## src/rtl/core_pkg.sv

```systemverilog
// Shared core types: LSU operation codes, LSU state encoding
// and the size/alignment helpers used by the load/store path.
package core_pkg;

    typedef enum logic [2:0] {
        LSU_LB,
        LSU_LH,
        LSU_LW,
        LSU_LBU,
        LSU_LHU,
        LSU_SB,
        LSU_SH,
        LSU_SW
    } load_store_func_code;

    typedef enum logic [1:0] {
        IDLE,
        REQ,
        WAIT_RV
    } lsu_state_e;

    typedef enum logic [1:0] {
        SZ_BYTE,
        SZ_HALF,
        SZ_WORD
    } lsu_size_e;

    function automatic lsu_size_e op_size(load_store_func_code op);
        lsu_size_e sz;
        case (op)
            LSU_LB, LSU_LBU, LSU_SB: sz = SZ_BYTE;
            LSU_LH, LSU_LHU, LSU_SH: sz = SZ_HALF;
            default:                 sz = SZ_WORD;
        endcase
        return sz;
    endfunction

    function automatic logic is_store(load_store_func_code op);
        return (op == LSU_SB) || (op == LSU_SH) || (op == LSU_SW);
    endfunction

    function automatic logic is_aligned(load_store_func_code op, logic [1:0] a);
        logic ok;
        case (op_size(op))
            SZ_BYTE: ok = 1'b1;
            SZ_HALF: ok = ~a[0];
            default: ok = (a == 2'b00);
        endcase
        return ok;
    endfunction

endpackage

```

## src/rtl/lsu_align.sv

```systemverilog
// Byte-lane steering: byte enables, store-lane replication
// and load extraction with sign/zero extension.
module lsu_align
    import core_pkg::*;
(
    input  load_store_func_code op,
    input  logic [1:0]          addr,
    input  logic [31:0]         wdata,
    input  logic [31:0]         rdata,
    output logic [3:0]          be,
    output logic [31:0]         wdata_lane,
    output logic [31:0]         rdata_ext
);

    logic [7:0]  rbyte;
    logic [15:0] rhalf;

    always_comb begin
        be         = 4'b1111;
        wdata_lane = wdata;
        unique case (op_size(op))
            SZ_BYTE: begin
                be         = 4'b0001 << addr;
                wdata_lane = {4{wdata[7:0]}};
            end
            SZ_HALF: begin
                be         = addr[1] ? 4'b1100 : 4'b0011;
                wdata_lane = {2{wdata[15:0]}};
            end
            default: begin
                be         = 4'b1111;
                wdata_lane = wdata;
            end
        endcase
    end

    always_comb begin
        rbyte = rdata[7:0];
        unique case (addr)
            2'd0:    rbyte = rdata[7:0];
            2'd1:    rbyte = rdata[15:8];
            2'd2:    rbyte = rdata[23:16];
            default: rbyte = rdata[31:24];
        endcase
        rhalf = addr[1] ? rdata[31:16] : rdata[15:0];
    end

    always_comb begin
        rdata_ext = rdata;
        case (op)
            LSU_LB:  rdata_ext = {{24{rbyte[7]}}, rbyte};
            LSU_LBU: rdata_ext = {24'h0, rbyte};
            LSU_LH:  rdata_ext = {{16{rhalf[15]}}, rhalf};
            LSU_LHU: rdata_ext = {16'h0, rhalf};
            default: rdata_ext = rdata;
        endcase
    end

endmodule

```

## src/rtl/load_store_unit.sv

```systemverilog
// Load/store unit: single outstanding request, req/gnt then
// rvalid handshake, misalignment and timeout error pulses.
module load_store_unit
    import core_pkg::*;
#(
    parameter int unsigned TIMEOUT_CYCLES = 64
) (
    input  logic                clk,
    input  logic                rst_n,
    input  logic                en_lsu_ip,
    input  load_store_func_code lsu_operator_ip,
    input  logic [31:0]         addr_ip,
    input  logic                addr_valid_ip,
    input  logic [31:0]         wdata_ip,
    output logic                data_req_op,
    output logic [31:0]         data_addr_op,
    output logic                data_we_op,
    output logic [3:0]          data_be_op,
    output logic [31:0]         data_wdata_op,
    input  logic                data_gnt_ip,
    input  logic                data_rvalid_ip,
    input  logic [31:0]         data_rdata_ip,
    output logic [31:0]         mem_data_op,
    output logic                mem_data_valid_op,
    output logic                busy_op,
    output logic                err_op
);

    localparam int CW = $clog2(TIMEOUT_CYCLES) + 1;
    localparam logic [CW-1:0] CNT_LAST = CW'(TIMEOUT_CYCLES - 1);

    lsu_state_e          state;
    load_store_func_code op_q;
    logic [1:0]          addr_lo_q;
    logic [CW-1:0]       cnt;

    load_store_func_code op_sel;
    logic [1:0]          addr_sel;
    logic [3:0]          be;
    logic [31:0]         wdata_lane;
    logic [31:0]         rdata_ext;
    logic                timeout;

    // IDLE steers the live request; otherwise the latched load op.
    assign op_sel   = (state == IDLE) ? lsu_operator_ip : op_q;
    assign addr_sel = (state == IDLE) ? addr_ip[1:0] : addr_lo_q;
    assign timeout  = (cnt == CNT_LAST);
    assign busy_op  = (state != IDLE);

    lsu_align u_align (
        .op         (op_sel),
        .addr       (addr_sel),
        .wdata      (wdata_ip),
        .rdata      (data_rdata_ip),
        .be         (be),
        .wdata_lane (wdata_lane),
        .rdata_ext  (rdata_ext)
    );

    always_ff @(posedge clk or negedge rst_n) begin
        if (!rst_n) begin
            state             <= IDLE;
            op_q              <= LSU_LB;
            addr_lo_q         <= 2'b00;
            cnt               <= '0;
            data_req_op       <= 1'b0;
            data_addr_op      <= 32'h0;
            data_we_op        <= 1'b0;
            data_be_op        <= 4'h0;
            data_wdata_op     <= 32'h0;
            mem_data_op       <= 32'h0;
            mem_data_valid_op <= 1'b0;
            err_op            <= 1'b0;
        end else begin
            err_op            <= 1'b0;
            mem_data_valid_op <= 1'b0;
            unique case (state)
                IDLE: begin
                    if (en_lsu_ip && addr_valid_ip) begin
                        if (is_aligned(lsu_operator_ip, addr_ip[1:0])) begin
                            state         <= REQ;
                            op_q          <= lsu_operator_ip;
                            addr_lo_q     <= addr_ip[1:0];
                            cnt           <= '0;
                            data_req_op   <= 1'b1;
                            data_addr_op  <= {addr_ip[31:2], 2'b00};
                            data_we_op    <= is_store(lsu_operator_ip);
                            data_be_op    <= be;
                            data_wdata_op <= wdata_lane;
                        end else begin
                            err_op <= 1'b1;
                        end
                    end
                end
                REQ: begin
                    if (data_gnt_ip) begin
                        data_req_op <= 1'b0;
                        state       <= data_we_op ? IDLE : WAIT_RV;
                        cnt         <= cnt + 1'b1;
                    end else if (timeout) begin
                        data_req_op <= 1'b0;
                        err_op      <= 1'b1;
                        state       <= IDLE;
                    end else begin
                        cnt <= cnt + 1'b1;
                    end
                end
                WAIT_RV: begin
                    if (data_rvalid_ip) begin
                        mem_data_op       <= rdata_ext;
                        mem_data_valid_op <= 1'b1;
                        state             <= IDLE;
                    end else if (timeout) begin
                        err_op <= 1'b1;
                        state  <= IDLE;
                    end else begin
                        cnt <= cnt + 1'b1;
                    end
                end
                default: state <= IDLE;
            endcase
        end
    end

endmodule

```

## config.mk

```make
export PLATFORM = sky130hd
export DESIGN_NAME = load_store_unit
export DESIGN_NICKNAME = d
export VERILOG_FILES = /design/src/rtl/core_pkg.sv /design/src/rtl/lsu_align.sv /design/src/rtl/load_store_unit.sv
export SDC_FILE = /design/constraint.sdc
export NUM_CORES = 1
export LEC_CHECK = 0
export ABC_AREA = 0
export ABC_CLOCK_PERIOD_IN_PS = 3950
export CORE_ASPECT_RATIO = 1.4
export CORE_MARGIN = 5
export CORE_UTILIZATION = 45
export DETAILED_ROUTE_END_ITERATION = 6
export HOLD_SLACK_MARGIN = 0.02
export PLACE_DENSITY = 0.78
export SYNTH_ARGS = -nofsm -noshare
export SYNTH_HDL_FRONTEND = slang
export SYNTH_HIERARCHICAL = 1
export SYNTH_SLANG_ARGS = --single-unit
```

## constraint.sdc

```tcl
create_clock -name clk -period 3.95 [get_ports clk]
set_clock_uncertainty 0.1 [all_clocks]
set_input_delay 0.5925 -clock clk [delete_from_list [all_inputs] [get_ports clk]]
set_output_delay 0.5925 -clock clk [all_outputs]
set_load 0.01 [all_outputs]
```

Word level (Yosys, flattened, before mapping)
Index checks and enable logic that the tools add are counted.

$add $sub $neg: 1. Equality and inequality tests: 22. Shift-type cells: 1. Mux-type cells: 41. Bitwise operators: 1. Reductions and logical operators: 22.

Operator list (number): $pmux W32 S4 (1); $pmux W32 S2 (1); $mux W7 (5); $pmux W8 S3 (1); $eq A3 B3 Y1 const B (7); $pmux W7 S3 (1); $mux W2 (9); $mux W16 (1); $mux W1 (13); $reduce_or A3 Y1 (4); $logic_not A2 Y1 (5); $eq A2 B1 Y1 const B (4); $pmux W2 S2 (2); $pmux W4 S2 (1); $reduce_and A4 Y1 (2); $add A7 B1 Y7 const B (1); $eq A7 B6 Y1 const B (1); $eq A3 B1 Y1 const B (2); $eq A3 B2 Y1 const B (2); $logic_not A3 Y1 (2); $pmux W2 S3 (1); $eq A2 B2 Y1 const B (2); $mux W4 (1); $ne A2 B1 Y1 const B (2); 13 further kinds (17).

Flip-flop bits (word level): 116. Output and inout port bits: 105. Word-level logic and storage cells: 100.

Longest topological paths before layout
Gate-level depths: netlist of the first run.

Word-level depth: 12. Depth in mapped cells: 12.

Modules after synthesis
The synthesis of the first run kept the hierarchy.

By module, submodules not included: load_store_unit (instances 1, cells each 326, area each 5032.3 um2, sequential area each 2902.8 um2); lsu_align (instances 1, cells each 244, area each 1780.5 um2, sequential area each 0.0 um2).

Worst setup path after synthesis of the first run
OpenSTA, ideal clock, no wires.

Kind: flip-flop to flip-flop. Start point: reg state[0]. End point: reg data_wdata_op[20]. Library setup time: 125 ps. Arrival time: 2672 ps. Slack: 1053 ps. Stages on the path, launching flop included: 11. Path buffers: 2. Cell sequence: dfrtp_1 -> inv_1 -> ha_1 -> clkbuf_1 -> mux2_2 -> buf_2 -> xor2_2 -> inv_1 -> nand2_2 -> mux2_2 -> mux2_4.

Cells in the longest elaborated chain, start to end: 7. Elaborated cells on any way between the ends: 15. Classes of those cells: 6 x eq/ne; 3 x mux; 6 x reduce/logical.

RTL lines: from (decl) (line load_store_unit.sv:32) `lsu_state_e state;`; from (signal assigned) (line load_store_unit.sv:98) `state <= data_we_op ? IDLE : WAIT_RV;`; $logic_not A2 Y1 (*) (line load_store_unit.sv:45) `assign op_sel = (state == IDLE) ? lsu_operator_ip : op_q;`; $mux W3 (*) (line load_store_unit.sv:45); named net op_sel[0] (line load_store_unit.sv:37) `load_store_func_code op_sel;`; $eq A3 B3 Y1 (tied with other cells) (line core_pkg.sv:30) `case (op)`; $reduce_or A3 Y1 (line core_pkg.sv:30); $pmux W2 S2 (*) (line core_pkg.sv:30); $eq A2 B1 Y1 / $logic_not A2 Y1 (equally long branches) (line lsu_align.sv:21) `unique case (op_size(op))`; $pmux W32 S2 (*) (line lsu_align.sv:21); named net wdata_lane[20] (line load_store_unit.sv:40) `logic [31:0] wdata_lane;`; to (signal assigned) (line load_store_unit.sv:89) `data_wdata_op <= wdata_lane;`; to (decl) (line load_store_unit.sv:19) `output logic [31:0] data_wdata_op,`.

The timed path passes the listed nets; every way through them passes the cells marked *. A chain may end at the register's enable or synchronous reset.

Worst setup path in the final report of the first run
Start point: reg state[0]. End point: reg mem_data_op[0].

Elaborated cells on any way between the ends: 15. Classes of those cells: 6 x eq/ne; 5 x mux; 4 x reduce/logical.

RTL lines: $logic_not A2 Y1 (*) (line load_store_unit.sv:45); $mux W3 (*) (line load_store_unit.sv:45); named net op_sel[1] (line load_store_unit.sv:37); $eq A3 B3 Y1 (tied with other cells) (line lsu_align.sv:50) `case (op)`; $pmux W32 S4 (*) (line lsu_align.sv:50); named net rdata_ext[0] (line load_store_unit.sv:41) `logic [31:0] rdata_ext;`; to (signal assigned) (line load_store_unit.sv:110) `mem_data_op <= rdata_ext;`; to (decl) (line load_store_unit.sv:23) `output logic [31:0] mem_data_op,`.

Marks and branches as above.

==> results of run 1 <==
where the power goes:
group | switching, uW | leakage, uW | internal, uW
combinational | 2120 | 0.00245 | 2500
clock | 558 | 0.000278 | 959
sequential | 327 | 0.00142 | 1730
total | 3010 | 0.00414 | 5190
worst max path at each step:
stage                                   from                 to  slack, ps
after CTS                           state[0]     mem_data_op[0]        840
after floorplan                     state[0]  data_wdata_op[20]       1050
final                               state[0]     mem_data_op[0]        820
after detailed placement  lsu_operator_ip[1]  data_wdata_op[12]        520
after global routing                state[0]     mem_data_op[0]        710
after global placement    lsu_operator_ip[1]     mem_data_op[0]        620
registers in the layout, summed over array words and instances, names as in the netlist, 2 cells and up:
name,cells
addr_lo_q,2
cnt,7
data_addr_op,30
data_be_op,4
data_wdata_op,32
mem_data_op,32
op_q,3
state,2
logic make-up (layout without fill, tap and decap cells):
family / Yosys count / count (layout) / share of synthesized area [%]
other: 1 / 2 / 0.0550
buffers and inverters: 60 / 261 / 5.90
multiplexers: 151 / 151 / 28.3
AND/OR/NAND/NOR: 105 / 105 / 7.82
adder cells (fa/ha/maj): 5 / 5 / 0.918
XOR/XNOR: 3 / 3 / 0.496
flip-flops: 116 / 116 / 42.6
AO/OA/AOI/OAI: 129 / 129 / 13.9
per-layer routing:
layer | vias up | track usage [%] | share of wire [%]
met4 | 0 | 10.2 | 3.8
met2 | 263 | 39.1 | 50
met5 | - | 0 | 0
li1 | 2494 | - | -
met1 | 2713 | 26.2 | 38
met3 | 49 | 7.10 | 8.4
metrics by stage:
step                worst slack [ps]  utilization [%]  area [sq um]  hold WS (ps)
finish                           823             63.4          9450           129
global placement                 615             59.4          8870           386
global route                     711             63.4          9450           172
floorplan                       1050                -          6820           197
CTS                              841             63.4          9450           152
detailed placement               516             59.4          8870           392
layout by cell type, fill, tap and decap left out, drive strengths merged, types with 2 or more instances in the layout:
| master | n |
|---|---|
| a211o | 4 |
| a21o | 8 |
| a21oi | 11 |
| a221o | 9 |
| a221oi | 4 |
| a22o | 3 |
| a22oi | 12 |
| a31o | 4 |
| a31oi | 2 |
| a32oi | 6 |
| and2 | 5 |
| and3 | 2 |
| buf | 10 |
| bufinv | 2 |
| clkbuf | 20 |
| clkdlybuf4s50 | 206 |
| clkinv | 8 |
| clkinvlp | 4 |
| conb | 2 |
| dfrtp | 116 |
| ha | 5 |
| inv | 11 |
| mux2 | 124 |
| mux2i | 20 |
| mux4 | 7 |
| nand2 | 31 |
| nand2b | 4 |
| nand3 | 24 |
| nand4 | 2 |
| nor2 | 20 |
| nor2b | 7 |
| nor3 | 2 |
| o211ai | 9 |
| o21ai | 38 |
| o21bai | 2 |
| o22a | 3 |
| o22ai | 4 |
| o31ai | 3 |
| or3 | 2 |
| xor2 | 3 |
worst register-to-register path, delay by kind of cell, from the launching register on:
| kind | cells | cell delay (ps) |
|---|---|---|
| and+or+nand+nor | 2 | 770 |
| AOI/OAI and AO/OA | 2 | 500 |
| DFF | 1 | 400 |
| adders and majority gates | 1 | 280 |
| buffers and inverters | 1 | 100 |
| muxes | 2 | 880 |
area by class of cell:
class / count / area (sq um)
clock buffer: 20 / 457
clock inverter: 12 / 131
fill: 1188 / 5470
inverter: 13 / 48.8
multi-input combinational: 395 / 3510
sequential: 116 / 2900
tap: 192 / 240
timing repair buffer: 216 / 2160
==> metrics.cfg, run 1 <==
[power_and_ir_drop]
leakagePower_uw = 0.00414
total_power_uw = 8200
powerDensity_nw_per_um2 = 867
peakVddDrop_uv = 398

[sta]
timing.fmax_ghz = 0.320
setup_violations = 0
tightestPinTransition_ps = 780
fin_crit_sh_pct = 79.2
drv_slew = 0
fin_crit_ps = 3130
slew_headroom_pct = 47.6
hold_viol_final = 0
setup_tns_ps = 0
rsz0062_at_grt = no

[detailed_routing]
route.detailed.drc = 0
vias = 5519
drt-vias-per-instance = 5.73
firstDrtPassIters = 5
routed_wl_um = 19900
ant_nets = 0
first_iter_violations = 315
wl_per_cell_um = 20.7

[yosys]
synth.largest_area_cell = dfrtp_1
synth_cells = 570
synth_most_common_cell = dfrtp_1
yosysWarnings = 6
ys_seq_area_share_pct = 42.6
dominantRegCellSynth = dfrtp_1
synth_top_cell_area_share_pct = 42.6
netlist_top_cells_count = dfrtp_1, mux2_2, mux2_4
ys_ff_latch = 116
synth_edf_count = 0
async_reset_ff_share_pct = 100
synthTopCellsByArea = dfrtp_1, mux2_2, mux2_4
yosysUniqueCellTypes = 66
avgSynthCellArea_sq_um = 12.0
netlist_area_sq_um = 6810

[min_path]
hold_path.class = in -> async

[outcome]
status = complete, no violations

[clocking]
clk_latency_ps = 410
cts_hold_buffers = 0
cts_max_level = 4
post_cts_buffers = 0
cts.clk_slew.worst_paths_ps = 60
clock_path_buffers = 2
cts.sinks = 116
root_buffer = clkbuf_16
numCtsBuffers = 17
ctsResizeCount = 0
cts_tree = yes

[layout]
drive_above_1_share_pct = 25.0
stdcell_count = 964
area_growth_pct = 38.8
diodes = 0
fin_nets = 869

[setup_path]
regToRegSetupSlack_ps = 820
reg2reg_depth = 8
end_kind = register
crit_type = reg -> reg
worst_ep_arrival_time_ps = 3330
start_kind = register
rr_startpoint = state[0]
path_delay_family = multiplexers
critical_path_buf_inv_count = 1
crit_chain = inv_1 > ha_1 > mux2_2 > nand2b_1 > nor3b_4 > a22o_1 > a211o_1 > mux2_2
r2r-end = mem_data_op[0]
cp_common_cell = mux2_2
slowest_stage = mux2_2
cp_num_cells = 8
worst_path_largest_cell_delay_ps = 620
cp.required_ps = 4150
critPathMaxFanout = 29

[die]
rows = 53
die-area_sq_um = 17700
ioPinCount = 210
start_util_pct = 45.7
die_height_um = 156
design.core.area_sq_um = 14900
die_w_um = 114

[global_routing]
grt-ovfl-total = 0
antenna_found_initial = 0
grt_pass1_wl_um = 32300
grt_pass1_vias = 6005
grt.total_usage_pct = 22.9
grt_max_degree = 62

[place]
placed_cells = 932
dp_hpwl_um = 14800
io_buffer_count = 207
gp_congestion = 0.877

[flow_run]
maxCapViolCount = 0

Power figures use the tool's default switching activity.
==> inputs of run 2 (changes only) <==
ABC_CLOCK_PERIOD_IN_PS = 3000   (was 3950)
clock period = 3 ns   (was 3.95 ns; I/O delays follow)
==> metrics.cfg, run 2 (synthesis gave the netlist of run 1 again) <==
[outcome]
status = complete, no violations  ; unchanged

[global_routing]
use_met2_pct = 38.4  ; was 39.1%
grt_use_met3_pct = 5.86  ; was 7.10%
grt_pass1_wl_um = 31000  ; was 32300 um
grt-ovfl-total = 0  ; unchanged
grt_util_met1_pct = 25.5  ; was 26.2%
antenna_found_initial = 0  ; unchanged
grt.total_usage_pct = 22.3  ; was 22.9%
grt-busiest-layer = met2  ; unchanged
grt_max_degree = 60  ; was 62
grt_pass1_vias = 5845  ; was 6005

[power_and_ir_drop]
sw_frac_of_total_pct = 35.9  ; was 36.7%
p_int_uw = 7100  ; was 5190 uW
leakagePower_uw = 0.00423  ; was 0.00414 uW
powerDensity_nw_per_um2 = 1150  ; was 867 nW/um^2
power_frac_comb_pct = 56.3  ; about the same
pwr-share-clk_pct = 19.4  ; was 18.5%
peakVddDrop_uv = 552  ; was 398 uV
power_frac_seq_pct = 24.2  ; was 25.2%
switchingPower_uw = 3980  ; was 3010 uW

[layout]
final_cell_mix = clkdlybuf4s50_1, dfrtp_1, mux2_2  ; unchanged
final_area_sq_um = 9610  ; was 9450 sq um
diodes = 0  ; unchanged
largest_registers = data_wdata_op: 32 flops, mem_data_op: 32 flops, data_addr_op: 30 flops  ; unchanged
area_growth_pct = 41.0  ; was 38.8%
final.fill_count = 1161  ; was 1188
fin_nets = 884  ; was 869
drive_above_1_share_pct = 26.4  ; was 25.0%
final_common_cell = clkdlybuf4s50_1  ; unchanged
stdcell_count = 979  ; was 964

[clocking]
cts.sinks = 116  ; unchanged
clk_latency_ps = 420  ; was 410 ps
numCtsBuffers = 17  ; unchanged
cts_tree = yes  ; unchanged
cts_max_level = 4  ; unchanged
cts.clk_slew.worst_paths_ps = 60  ; about the same
clock_path_buffers = 2  ; unchanged
root_buffer = clkbuf_16  ; unchanged

[setup_path]
rr_startpoint = state[1]  ; was state[0]
crit_type = reg -> reg  ; unchanged
critPathMaxFanout = 15  ; was 29
worst_ep_arrival_time_ps = 3070  ; was 3330 ps
end_kind = register  ; unchanged
start_kind = register  ; unchanged
cp.required_ps = 3260  ; was 4150 ps
crit_start = state[1]  ; was state[0]

[detailed_routing]
ant_nets = 0  ; unchanged
route.detailed.drc = 0  ; unchanged
wl_per_cell_um = 20.2  ; was 20.7 um
first_iter_violations = 239  ; was 315
firstDrtPassIters = 5  ; unchanged
drt-vias-per-instance = 5.71  ; was 5.73
routed_wl_um = 19800  ; was 19900 um
vias = 5593  ; was 5519

[sta]
slew_headroom_pct = 43.2  ; was 47.6%
setup_violations = 0  ; unchanged
fin_crit_ps = 2810  ; was 3130 ps
rsz0062_at_grt = no  ; unchanged
hold_viol_final = 0  ; unchanged
timing.fmax_ghz = 0.356  ; was 0.320 GHz
setup_tns_ps = 0  ; unchanged
drv_slew = 0  ; unchanged
hold-worst-slack_ps = 2.36  ; was 129 ps
timing.final.ws_setup_ps = 189  ; was 823 ps
tightestPinTransition_ps = 847  ; was 780 ps
fin_crit_sh_pct = 93.7  ; was 79.2%

[die]
die_w_um = 114  ; unchanged
ioPinCount = 210  ; unchanged
die_height_um = 156  ; unchanged
design.core.area_sq_um = 14900  ; unchanged
start_util_pct = 45.7  ; unchanged
die-area_sq_um = 17700  ; unchanged
rows = 53  ; unchanged

[place]
dp_hpwl_um = 14900  ; was 14800 um
gp_congestion = 0.893  ; was 0.877
place_area_sq_um = 8980  ; was 8870 sq um
place_ws_ps = 119  ; was 516 ps
io_buffer_count = 207  ; unchanged
placed_cells = 947  ; was 932

[min_path]
hold_path.class = in -> async  ; unchanged

[flow_run]
maxCapViolCount = 0  ; unchanged

[run 2: final timing paths]
check / endpoint / slack, ps / cells after the start
min in group clk: data_wdata_op[6] / 400 / 1
hold / removal: mem_data_op[28] / 2 / 1
hold reg to reg: data_wdata_op[6] / 400 / 1
setup / recovery: data_wdata_op[29] / 190 / 7
setup reg to reg: data_wdata_op[29] / 190 / 7
max in group asynchronous: data_addr_op[28] / 2020 / 2
[run 2: stage by stage]
step / util, % / power (uW)
floorplan: - / 6500
global placement: 60.2 / 8780
detailed placement: 60.2 / 8950
CTS: 64.4 / 11200
global route: 64.4 / 11700
finish: 64.4 / 11100
[run 2: what timing repair did]
action,4_1_cts,5_1_grt
hold buffers,0,0
resized for setup,0,2
endpoints found under the setup margin,0,2
buffers inserted,0,0
[run 2: routing by layer]
| layer | up-vias | part of all wire, % |
|---|---|---|
| met5 | - | 0 |
| met4 | 0 | 3.5 |
| met3 | 53 | 7.8 |
| met2 | 291 | 51 |
| met1 | 2723 | 38 |
| li1 | 2526 | - |
[run 2: area by class of cell]
type / instances / area, sq um / area share, %
Inverter: 13 / 52.6 / 0.547
Multi-Input combinational cell: 395 / 3510 / 36.6
Clock inverter: 12 / 178 / 1.85
Clock buffer: 20 / 447 / 4.65
Tap cell: 192 / 240 / 2.50
Sequential cell: 116 / 2900 / 30.2
Timing Repair Buffer: 231 / 2270 / 23.7
[run 2: worst max-delay path, stage by stage, from the launching register on]
cell and delay (ps):
dfrtp_1 400, inv_1 110, ha_1 300, mux2_2 510
buf_4 230, o21ai_1 680, a221o_1 280, mux2_4 140
[run 2: power groups by stage]
stage                     Combinational [uW]  Sequential, uW  Clock [uW]
after detailed placement                6230            2710           0
after global routing                    6690            2780        2270
after global placement                  6100            2680           0
after floorplan                         3540            2960           0
after CTS                               6270            2700        2200
final                                   6240            2680        2150
==> inputs of run 3 (changes only) <==
CORE_MARGIN = 2   (was 5)
HOLD_SLACK_MARGIN = unset   (was 0.02)
SKIP_CTS_REPAIR_TIMING = 1   (was unset)
==> metrics.cfg, run 3 (synthesis gave the netlist of run 1 again) <==
[setup_path]
crit_start = state[1]  ; unchanged
start_kind = register  ; unchanged
slowest_stage = mux2_2  ; was o21ai_1
crit_type = reg -> reg  ; unchanged
crit_chain = inv_1 > ha_1 > mux2_2 > buf_4 > and3b_1 > a221oi_1 > a31o_2 > nand3_1 > mux2_2  ; was inv_1 > ha_1 > mux2_2 > buf_4 > o21ai_1 > a221o_1 > mux2_4
end_kind = register  ; unchanged
critPathMaxFanout = 8  ; was 15
worst_path_largest_cell_delay_ps = 470  ; was 680 ps
cp.required_ps = 3200  ; was 3260 ps
cp_common_cell = mux2_2
rr_startpoint = state[1]  ; unchanged
worst_ep_arrival_time_ps = 3090  ; was 3070 ps

[sta]
setup_tns_ps = 0  ; unchanged
fin_crit_sh_pct = 96.4  ; was 93.7%
fin_crit_ps = 2890  ; was 2810 ps
hold_viol_final = 0  ; unchanged
hold-worst-slack_ps = 289  ; was 2.36 ps
rsz0062_at_grt = no  ; unchanged
setup_violations = 0  ; unchanged
slew_headroom_pct = 50.1  ; was 43.2%
tightestPinTransition_ps = 744  ; was 847 ps
timing.fmax_ghz = 0.346  ; was 0.356 GHz
drv_slew = 0  ; unchanged

[die]
ioPinCount = 210  ; unchanged
die-area_sq_um = 16200  ; was 17700 sq um
die_w_um = 108  ; was 114 um
die_height_um = 150  ; was 156 um
design.core.area_sq_um = 14900  ; unchanged
start_util_pct = 45.7  ; unchanged
rows = 53  ; unchanged

[global_routing]
grt_pass1_vias = 6021  ; was 5845
grt-ovfl-total = 0  ; unchanged
grt_max_degree = 73  ; was 60
antenna_found_initial = 0  ; unchanged
grt_pass1_wl_um = 30400  ; was 31000 um
grt.total_usage_pct = 24.2  ; was 22.3%

[clocking]
clock_path_buffers = 2  ; unchanged
clk_latency_ps = 410  ; was 420 ps
cts_tree = yes  ; unchanged
cts.sinks = 116  ; unchanged
cts.clk_slew.worst_paths_ps = 60  ; about the same
cts_max_level = 4  ; unchanged
numCtsBuffers = 17  ; unchanged
root_buffer = clkbuf_16  ; unchanged

[power_and_ir_drop]
powerDensity_nw_per_um2 = 1150  ; about the same
leakagePower_uw = 0.00429  ; was 0.00423 uW
peakVddDrop_uv = 625  ; was 552 uV

[place]
placed_cells = 953  ; was 947
io_buffer_count = 207  ; unchanged
dp_hpwl_um = 14500  ; was 14900 um
gp_congestion = 0.884  ; was 0.893

[layout]
diodes = 0  ; unchanged
final.fill_count = 1144  ; was 1161
final_common_cell = clkdlybuf4s50_1  ; unchanged
stdcell_count = 986  ; was 979
drive_above_1_share_pct = 27.2  ; was 26.4%
final_cell_mix = clkdlybuf4s50_1, dfrtp_1, mux2_2  ; unchanged
largest_registers = data_wdata_op: 32 flops, mem_data_op: 32 flops, data_addr_op: 30 flops  ; unchanged
area_growth_pct = 42.5  ; was 41.0%
fin_nets = 891  ; was 884

[detailed_routing]
route.detailed.drc = 0  ; unchanged
vias = 5626  ; was 5593
first_iter_violations = 223  ; was 239
wl_per_cell_um = 19.8  ; was 20.2 um
routed_wl_um = 19600  ; was 19800 um
drt-vias-per-instance = 5.71  ; about the same
firstDrtPassIters = 5  ; unchanged
ant_nets = 0  ; unchanged

[min_path]
hold_path.class = in -> async  ; unchanged

[flow_run]
maxCapViolCount = 0  ; unchanged

[outcome]
status = complete, no violations  ; unchanged

==> run 3: changes by cell type in the layout (fill, tap and decap cells not counted), moves of 2 or more <==
cell        change
buf_12          +2
buf_4           +4
clkbuf_1        -2
clkinv_4        +4
clkinvlp_4      -3
==> run 3: area by class of cell <==
| class | count | area (sq um) | share of cell area [%] |
|---|---|---|---|
| well taps | 192 | 240 | 2.47 |
| clock inverters | 14 | 201 | 2.08 |
| inverters | 13 | 48.8 | 0.503 |
| flip-flops and latches | 116 | 2900 | 29.9 |
| multi-input cells | 395 | 3520 | 36.3 |
| clock buffers | 18 | 439 | 4.52 |
| repair buffers | 238 | 2350 | 24.3 |
==> run 3: worst paths after layout <==
check	end	slack (ps)	cells past startpoint
max	mem_data_op[2]	110	9
min	mem_data_op[8]	290	2
max reg2reg	mem_data_op[2]	110	9
min reg2reg	data_wdata_op[3]	400	1
max in group asynchronous	data_addr_op[8]	1830	3
min in group clk	data_wdata_op[3]	400	1
==> run 3: per-layer routing <==
layer | up-vias | global-route usage, % | routed length (um)
li1 | 2543 | - | -
met1 | 2778 | 25.5 | 7320
met2 | 272 | 44.4 | 10300
met3 | 33 | 7.19 | 1460
met4 | 0 | 10.1 | 440
met5 | - | 0 | 0
==> run 3: worst max-delay path, delay by kind of cell, from the launching register on <==
| family | cells | cell delay, ps |
|---|---|---|
| buffers and inverters | 2 | 320 |
| multiplexers | 2 | 780 |
| adder cells (fa/ha/maj) | 1 | 320 |
| flip-flops | 1 | 400 |
| AND/OR/NAND/NOR | 2 | 410 |
| AO/OA/AOI/OAI | 2 | 440 |
==> run 3: stage by stage <==
stage | total power, uW | worst slack (ps) | util, % | instance area (sq um)
2_1_floorplan | 6500 | 103 | - | 6820
3_3_place_gp | 8810 | 200 | 60.6 | 9050
3_5_place_dp | 8980 | 110 | 60.6 | 9050
4_1_cts | 11200 | 74.1 | 64.9 | 9690
5_1_grt | 11800 | 23.9 | 65.1 | 9710
6_report | 11200 | 109 | 65.1 | 9710
==> run 3: power breakdown <==
| group | internal, uW | total (uW) | switching, uW | leakage, uW |
|---|---|---|---|---|
| sequential | 2280 | 2700 | 418 | 0.00142 |
| combinational | 3440 | 6310 | 2860 | 0.00257 |
| clock | 1420 | 2190 | 766 | 0.000307 |
| total | 7150 | 11200 | 4050 | 0.00429 |
